File: config.mk
export PLATFORM = sky130hd
export DESIGN_NAME = alu_arbiter
export DESIGN_NICKNAME = d
export VERILOG_FILES = /design/src/rtl/alu_arbiter.sv
export SDC_FILE = /design/constraint.sdc
export NUM_CORES = 1
export LEC_CHECK = 0
export BUFFER_PORTS_ARGS = -buffer_cell sky130_fd_sc_hd__clkbuf_2
export CORE_AREA = 2 2 160 162
export CTS_CLUSTER_DIAMETER = 150
export CTS_CLUSTER_SIZE = 16
export DETAILED_ROUTE_END_ITERATION = 8
export DIE_AREA = 0 0 162 164
export MAX_ROUTING_LAYER = met4
export PLACE_DENSITY = 0.58
export SYNTH_ARGS = -nofsm -noshare
export SYNTH_HDL_FRONTEND = slang
export SYNTH_SLANG_ARGS = --single-unit
File: constraint.sdc
create_clock -name clk -period 4.2 [get_ports clk]
set_clock_uncertainty 0.2 [all_clocks]
set_input_delay 0.42 -clock clk [delete_from_list [all_inputs] [get_ports clk]]
set_output_delay 0.42 -clock clk [all_outputs]
set_load 0.01 [all_outputs]
File: src/rtl/alu_arbiter.sv
// Round-robin arbiter sharing one ALU between two requesters.
// Registers operands, captures the result, returns it via valid/ready.
module alu_arbiter #(
   parameter int DATA_W = 32,
   parameter int CTRL_W = 5
) (
   input  logic              clk,
   input  logic              rst_n,
   input  logic              req0_valid,
   output logic              req0_ready,
   input  logic [DATA_W-1:0] req0_op1,
   input  logic [DATA_W-1:0] req0_op2,
   input  logic [DATA_W-1:0] req0_immx,
   input  logic              req0_isImmediate,
   input  logic [CTRL_W-1:0] req0_aluSignals,
   input  logic              req1_valid,
   output logic              req1_ready,
   input  logic [DATA_W-1:0] req1_op1,
   input  logic [DATA_W-1:0] req1_op2,
   input  logic [DATA_W-1:0] req1_immx,
   input  logic              req1_isImmediate,
   input  logic [CTRL_W-1:0] req1_aluSignals,
   output logic              resp0_valid,
   input  logic              resp0_ready,
   output logic [DATA_W-1:0] resp0_result,
   output logic              resp1_valid,
   input  logic              resp1_ready,
   output logic [DATA_W-1:0] resp1_result,
   output logic [DATA_W-1:0] alu_op1,
   output logic [DATA_W-1:0] alu_op2,
   output logic [DATA_W-1:0] alu_immx,
   output logic              alu_isImmediate,
   output logic [CTRL_W-1:0] alu_aluSignals,
   input  logic [DATA_W-1:0] alu_result,
   output logic              busy,
   output logic              grant_id
);

   typedef enum logic [1:0] {IDLE, EXEC, RESP} state_t;

   state_t              state_q, state_d;
   logic                last_grant_q, last_grant_d;
   logic                grant_id_q, grant_id_d;
   logic [DATA_W-1:0]   op1_q, op1_d;
   logic [DATA_W-1:0]   op2_q, op2_d;
   logic [DATA_W-1:0]   immx_q, immx_d;
   logic                isi_q, isi_d;
   logic [CTRL_W-1:0]   sig_q, sig_d;
   logic [DATA_W-1:0]   result_q, result_d;
   logic                grant;
   logic                idle;

   assign idle = (state_q == IDLE);

   // A tie goes to the requester that did not win last time.
   always_comb begin
      grant = 1'b0;
      if (req0_valid && req1_valid) grant = ~last_grant_q;
      else if (req1_valid)          grant = 1'b1;
   end

   // Readies are masked by rst_n so nothing handshakes during reset.
   assign req0_ready = rst_n && idle && req0_valid && !grant;
   assign req1_ready = rst_n && idle && req1_valid && grant;

   always_comb begin
      state_d      = state_q;
      last_grant_d = last_grant_q;
      grant_id_d   = grant_id_q;
      op1_d        = op1_q;
      op2_d        = op2_q;
      immx_d       = immx_q;
      isi_d        = isi_q;
      sig_d        = sig_q;
      result_d     = result_q;
      unique case (state_q)
         IDLE: begin
            if (req0_ready || req1_ready) begin
               state_d      = EXEC;
               last_grant_d = grant;
               grant_id_d   = grant;
               op1_d        = grant ? req1_op1 : req0_op1;
               op2_d        = grant ? req1_op2 : req0_op2;
               immx_d       = grant ? req1_immx : req0_immx;
               isi_d        = grant ? req1_isImmediate
                                    : req0_isImmediate;
               sig_d        = grant ? req1_aluSignals
                                    : req0_aluSignals;
            end
         end
         EXEC: begin
            result_d = alu_result;
            state_d  = RESP;
         end
         RESP: begin
            if (grant_id_q ? resp1_ready : resp0_ready)
               state_d = IDLE;
         end
         default: state_d = IDLE;
      endcase
   end

   always_ff @(posedge clk or negedge rst_n) begin
      if (!rst_n) begin
         state_q      <= IDLE;
         last_grant_q <= 1'b1;
         grant_id_q   <= 1'b0;
         op1_q        <= '0;
         op2_q        <= '0;
         immx_q       <= '0;
         isi_q        <= 1'b0;
         sig_q        <= '0;
         result_q     <= '0;
      end else begin
         state_q      <= state_d;
         last_grant_q <= last_grant_d;
         grant_id_q   <= grant_id_d;
         op1_q        <= op1_d;
         op2_q        <= op2_d;
         immx_q       <= immx_d;
         isi_q        <= isi_d;
         sig_q        <= sig_d;
         result_q     <= result_d;
      end
   end

   assign resp0_valid     = (state_q == RESP) && !grant_id_q;
   assign resp1_valid     = (state_q == RESP) && grant_id_q;
   assign resp0_result    = result_q;
   assign resp1_result    = result_q;
   assign alu_op1         = op1_q;
   assign alu_op2         = op2_q;
   assign alu_immx        = immx_q;
   assign alu_isImmediate = isi_q;
   assign alu_aluSignals  = sig_q;
   assign busy            = !idle;
   assign grant_id        = grant_id_q;

endmodule

==> results of run 1 <==
worst register-to-register path, cell delays in order (launching register included):
cell       delay [ns]
dfrtp_1          0.43
nand4bb_4        0.75
buf_4            0.52
or3_1            0.38
o221a_1          0.12
routing by layer:
| layer | up-vias | part of all wire (%) | wire length (um) |
|---|---|---|---|
| li1 | 2536 | - | - |
| met1 | 2610 | 44 | 9080 |
| met2 | 221 | 48 | 9980 |
| met3 | 19 | 6.2 | 1270 |
| met4 | 0 | 1.5 | 308 |
| met5 | - | 0 | 0 |
where the power goes:
part / internal [mW] / switching [mW] / leakage [nW]
logic: 1.26 / 1.26 / 2.36
clock network: 0.917 / 0.580 / 0.280
registers: 1.98 / 0.451 / 1.53
total: 4.15 / 2.29 / 4.17
logic make-up (layout without fill, tap and decap cells):
logic type	count (synthesis)	in the layout
AO/OA/AOI/OAI	106	106
buffers and inverters	82	455
flip-flops	138	138
multiplexers	33	33
AND/OR/NAND/NOR	115	115
final cells by class:
cell class                 instances  area share, %
inverter                           2         0.0839
tap                              330           4.62
timing repair buffer             423           24.3
multi-input combinational        254           25.8
clock buffer                      20           5.22
clock inverter                    10           1.33
sequential                       138           38.6
how the worst min path moves through the flow:
stage                         from  depth (start not counted)                 to  slack [ns]
CTS                 alu_result[17]                          2   resp0_result[17]        0.02
global route        alu_result[21]                          2   resp0_result[21]        0.02
global placement             rst_n                          1         state_q[0]        0.02
detailed placement           rst_n                          1         state_q[0]        0.02
finish              alu_result[17]                          2   resp0_result[17]        0.04
floorplan                    rst_n                          0  alu_aluSignals[0]       -0.08
registers in the layout, summed over array words and instances (netlist names):
| name | flops |
|---|---|
| alu_op2 | 32 |
| grant_id | 1 |
| state_q | 2 |
| alu_immx | 32 |
| last_grant_q | 1 |
| alu_isImmediate | 1 |
| alu_op1 | 32 |
| alu_aluSignals | 5 |
| resp0_result | 32 |
what timing repair did:
item,CTS,global route
setup buffers,0,0
resized for setup,0,0
hold buffers,1,0
endpoints found under the hold margin,2,0
placed cells by master, fill, tap and decap left out, types with 2 or more instances in the layout:
cell type,n
clkbuf_2,412
dfrtp_1,137
or3_1,102
o221a_1,58
o221a_2,44
mux2_2,33
clkbuf_16,17
buf_4,7
nor2_1,3
nand2_1,3
clkinvlp_4,3
clkbuf_8,3
inv_1,2
nand2b_1,2
bufinv_16,2
clkinv_2,2
clkinv_4,2
buf_12,2
==> impl_metrics.csv, run 1 <==
group,metric,value,unit
outcome,status,"completed",
route,vias,5386,
critical_path,crit_buf_inv,3,
critical_path,cp.depth,5,
logic_synthesis,synth_seq_area_share,55.2,%
final_layout,fin_area,0.00894,mm^2
route,post_drt_via_cell_ratio,4.58,
global_routing,grt_usage,15.6,%
critical_path,start_kind,"input port",
cts,htreeDepth,4,
critical_path,crit_type,"in -> out",
die,die_h,164,um
worst_hold_path,hp-class,"in -> reg",
logic_synthesis,syn_inst,474,
route,drtIter0Drc,271,
placed_design,dpl-instance-area,0.00835,mm^2
timing,tns,0,ns
global_routing,grt_pass1_vias,5486,
logic_synthesis,yosys_warnings,0,
logic_synthesis,avgSynthCellArea,13.2,um^2
timing,rsz0062_at_grt,"no",
logic_synthesis,yosys.area.top_type,"dfrtp_1",
timing,hold_ws,0.0433,ns
timing,max-slew-margin-rel,39.3,%
global_routing,use_met3,3.59,%
cts,clock_path_buffers,2,
timing,hold_violations,0,
timing,worst_slack,1.38,ns
timing,slew_viol_final,0,
critical_path,cp_max_fo,62,
placed_design,io_buffers,413,
final_layout,fin_util,36.0,%
final_layout,diodes,0,
route,wl_per_cell,17.5,um
logic_synthesis,async_flop_share,100,%
power,finalPower,6.44,mW
cts,cts_tree,"yes",
logic_synthesis,synth_area_leaders,"dfrtp_1 (55%), o221a_1 (10%), or3_1 (10%)",
global_routing,grt_pass1_wl,31400,um
logic_synthesis,synth_nets,716,
power,ir_worst_vdd,0.000262,V
cts,clock_latency,0.40,ns
timing,fmax,0.355,GHz
logic_synthesis,synth_top_cell_area_share,54.8,%
cts,cts_root_buf,"clkbuf_16",
critical_path,cp_top_family,"simple AND/OR/NAND/NOR gates",
logic_synthesis,synth_ff_type,"dfrtp_1",
route,dr.pass1.iters,4,
final_layout,drive_gt1_share,63.3,%
critical_path,crit_chain,"dlygate4sd3_1, buf_6, nand4bb_4, nor2_1, clkbuf_2",
placed_design,place_ws,1.62,ns
logic_synthesis,synth_top_cells_by_count,"dfrtp_1 (137), or3_1 (102), o221a_1 (58), o221a_2 (44), buf_4 (42)",
logic_synthesis,synthMuxAreaShare,5.94,%
critical_path,slowest_delay,0.61,ns
critical_path,ff2ff_path_depth,4,
global_routing,antenna_found_initial,0,
global_routing,busiest_layer,"met2",
power,p_leak,4.17,nW
logic_synthesis,synth-compound-area-share,18.7,%
critical_path,crit_start,"rst_n",
global_routing,grt_overflow,0,
critical_path,r2r_start,"state_q[1]",
critical_path,r2r_slack,1.69,ns
final_layout,num-nets-final,1078,
cts,clk_pin_slew,0.06,ns
placed_design,post-place-cells,1146,
logic_synthesis,synthXorXnorAreaFrac,0,%
route,drt.antenna.violating_nets,0,
global_routing,use_met2,25.0,%
global_routing,use_met1,19.7,%
die,die_w,162,um
logic_synthesis,synth-edff-count,0,
logic_synthesis,synthesis.area,0.00626,mm^2
die,core_region_area,0.0248,mm^2
logic_synthesis,synth_cell_types,23,
logic_synthesis,yosys.area_share.simple,11.9,%
route,wl,20600,um
critical_path,critPathArrivalTime,2.20,ns
final_layout,seq_area,0.00345,mm^2
die,die_area,0.0266,mm^2
critical_path,endpoint_kind,"output port",
final_layout,final_cell_count_no_fill,1177,
critical_path,worstSetupEndpoint,"req0_ready",
critical_path,cp_slowest_cell,"nand4bb_4",
logic_synthesis,synth.most_common_cell,"dfrtp_1",
final_layout,syn2layout_area_growth,42.9,%
route,drc,0,
logic_synthesis,ys_seq_elements,138,
critical_path,cp.required,3.58,ns
placed_design,dp_hpwl,15000,um
cts,cts_sinks,138,
placed_design,routabilityCongestion,0.782,
critical_path,regToRegEndpoint,"alu_immx[26]",
global_routing,grt_max_degree,104,
cts,cts_buffers,17,
flow_run,cap_violations,0,
timing,worstMarginPinSlew,0.910,ns
timing,fin_crit,2.82,ns
final_layout,fill_cells,2545,
final_layout,multi_input_area,0.00231,mm^2
die,start_util,25.2,%
die,io_pins,414,
timing,setup_viol,0,
die,placementRows,58,
power,power.density,720,mW/mm^2
logic_synthesis,synth_top_family_by_area,"compound AO/OA/AOI/OAI gates",
timing,finalCritPeriodShare,67.0,%
logic_synthesis,synth_fa_ha_area_share,0,%
Note: power is estimated with default switching activity, not from simulation.
==> run 2: changes to the inputs <==
--- a/config.mk
+++ b/config.mk
@@ -6,13 +6,13 @@
 export NUM_CORES = 1
 export LEC_CHECK = 0
 export BUFFER_PORTS_ARGS = -buffer_cell sky130_fd_sc_hd__clkbuf_2
-export CORE_AREA = 2 2 160 162
+export CORE_AREA = 2 2 163 165
 export CTS_CLUSTER_DIAMETER = 150
 export CTS_CLUSTER_SIZE = 16
 export DETAILED_ROUTE_END_ITERATION = 8
-export DIE_AREA = 0 0 162 164
+export DIE_AREA = 0 0 165 167
 export MAX_ROUTING_LAYER = met4
-export PLACE_DENSITY = 0.58
+export PLACE_DENSITY = 0.56
 export SYNTH_ARGS = -nofsm -noshare
 export SYNTH_HDL_FRONTEND = slang
 export SYNTH_SLANG_ARGS = --single-unit
==> constraint.sdc (replaced) <==
create_clock -name clk -period 2.95 [get_ports clk]
set_clock_uncertainty 0.2 [all_clocks]
set_input_delay 0.295 -clock clk [delete_from_list [all_inputs] [get_ports clk]]
set_output_delay 0.295 -clock clk [all_outputs]
set_load 0.01 [all_outputs]
==> impl_metrics.csv, run 2 (same netlist as run 1, synthesis figures left out) <==
group,metric,value,unit
cts,htreeDepth,4,
final_layout,fill_cells,2443,
die,io_pins,414,
timing,max-slew-margin-rel,38.8,%
die,placementRows,59,
critical_path,slowest_delay,0.70,ns
route,wl,22600,um
route,drtIter0Drc,256,
placed_design,routabilityCongestion,0.776,
cts,clock_latency,0.41,ns
route,vias,6028,
placed_design,io_buffers,413,
die,die_w,165,um
route,wl_per_cell,17.1,um
flow_run,cap_violations,0,
timing,setup_viol,0,
final_layout,syn2layout_area_growth,66.6,%
cts,cts_buffers,17,
timing,fin_crit,2.70,ns
outcome,status,"completed",
final_layout,layout_commonest_cell,"clkbuf_2",
placed_design,place_ws,0.660,ns
die,core_region_area,0.0258,mm^2
timing,hold_violations,0,
route,drt.antenna.violating_nets,0,
power,p_leak,4.80,nW
cts,clock_path_buffers,2,
global_routing,antenna_found_initial,0,
critical_path,critPathArrivalTime,2.20,ns
worst_hold_path,min_from,"req0_op2[16]",
final_layout,final_cell_count_no_fill,1323,
route,drc,0,
timing,rsz0062_at_grt,"no",
route,post_drt_via_cell_ratio,4.56,
die,die_area,0.0276,mm^2
final_layout,diodes,0,
critical_path,r2r_start,"last_grant_q",
global_routing,grt_overflow,0,
critical_path,endpoint_kind,"output port",
critical_path,start_kind,"input port",
critical_path,cp_max_fo,104,
cts,clk_pin_slew,0.06,ns
final_layout,final_cell_mix,"clkbuf_2 (412), dlygate4sd3_1 (141), dfrtp_1 (137)",
timing,fmax,0.371,GHz
timing,finalCritPeriodShare,91.5,%
global_routing,grt_max_degree,105,
cts,cts_root_buf,"clkbuf_16",
die,die_h,167,um
power,finalPower,9.71,mW
power,power.density,931,mW/mm^2
final_layout,fin_util,40.5,%
global_routing,grt_usage,16.3,%
worst_hold_path,hp-class,"in -> reg",
critical_path,cp_slowest_cell,"buf_4",
global_routing,grt_pass1_wl,34200,um
critical_path,crit_start,"rst_n",
critical_path,crit_type,"in -> out",
cts,cts_tree,"yes",
final_layout,drive_gt1_share,54.4,%
placed_design,post-place-cells,1151,
critical_path,crit_chain,"dlygate4sd3_1, buf_6, nand4bb_4, buf_4, nor2_1, clkbuf_2",
global_routing,grt_pass1_vias,6229,
cts,cts_sinks,138,
final_layout,num-nets-final,1218,
placed_design,dp_hpwl,14700,um
die,start_util,24.3,%
timing,tns,0,ns
timing,worstMarginPinSlew,0.918,ns
power,ir_worst_vdd,0.000413,V
timing,worst_slack,0.251,ns
timing,slew_viol_final,0,
critical_path,cp.required,2.46,ns
route,dr.pass1.iters,4,
==> run 2: worst max-delay path, delay by kind of cell <==
kind	cells	cell delay (ns)
buffers and inverters	4	1.69
AND/OR/NAND/NOR	2	0.19
==> run 2: final timing paths <==
kind	to	slack [ns]	depth (start not counted)
worst max-delay path	req0_ready	0.25	6
worst min-delay path	alu_op2[16]	0.03	3
worst max register to register	alu_immx[19]	0.85	4
worst min register to register	resp0_result[16]	0.33	1
max in group asynchronous	alu_immx[29]	1.27	3
min in group asynchronous	resp0_result[28]	0.20	2
==> run 2: routing by layer <==
layer,routed length (um),track usage [%],part of all wire (%),vias to the layer above
met2,11200,27.4,50,270
met1,9630,19.5,43,2911
met5,0,-,0,-
met3,1300,3.36,5.7,28
li1,-,-,-,2819
met4,409,5.07,1.8,0
==> run 2: through the flow <==
stage | hold WS, ns | cell area [um^2]
after CTS | 0.0000178 | 10400
after floorplan | -0.201 | 6260
after global routing | 0.0116 | 10400
final | 0.0265 | 10400
after detailed placement | 0.00474 | 8340
after global placement | -0.00200 | 8340
==> run 2: repair_timing <==
| action | CTS | global route |
|---|---|---|
| endpoints found under the hold margin | 165 | 0 |
| resized for setup | 0 | 0 |
| hold buffers | 141 | 0 |
| setup buffers | 0 | 0 |
==> run 2: final cells by class <==
type	instances	area (um^2)	share of cell area, %
repair buffers	563	3560	34.2
flip-flops and latches	138	3450	33.1
multi-input cells	254	2310	22.1
clock buffers	18	439	4.21
well taps	335	419	4.02
clock inverters	13	240	2.30
inverters	2	7.51	0.0720
==> run 2: power by group <==
group          switching [mW]  internal (mW)  total [mW]
clock network           0.873           1.62        2.49
registers               0.628           2.81        3.44
logic                    1.88           1.90        3.78
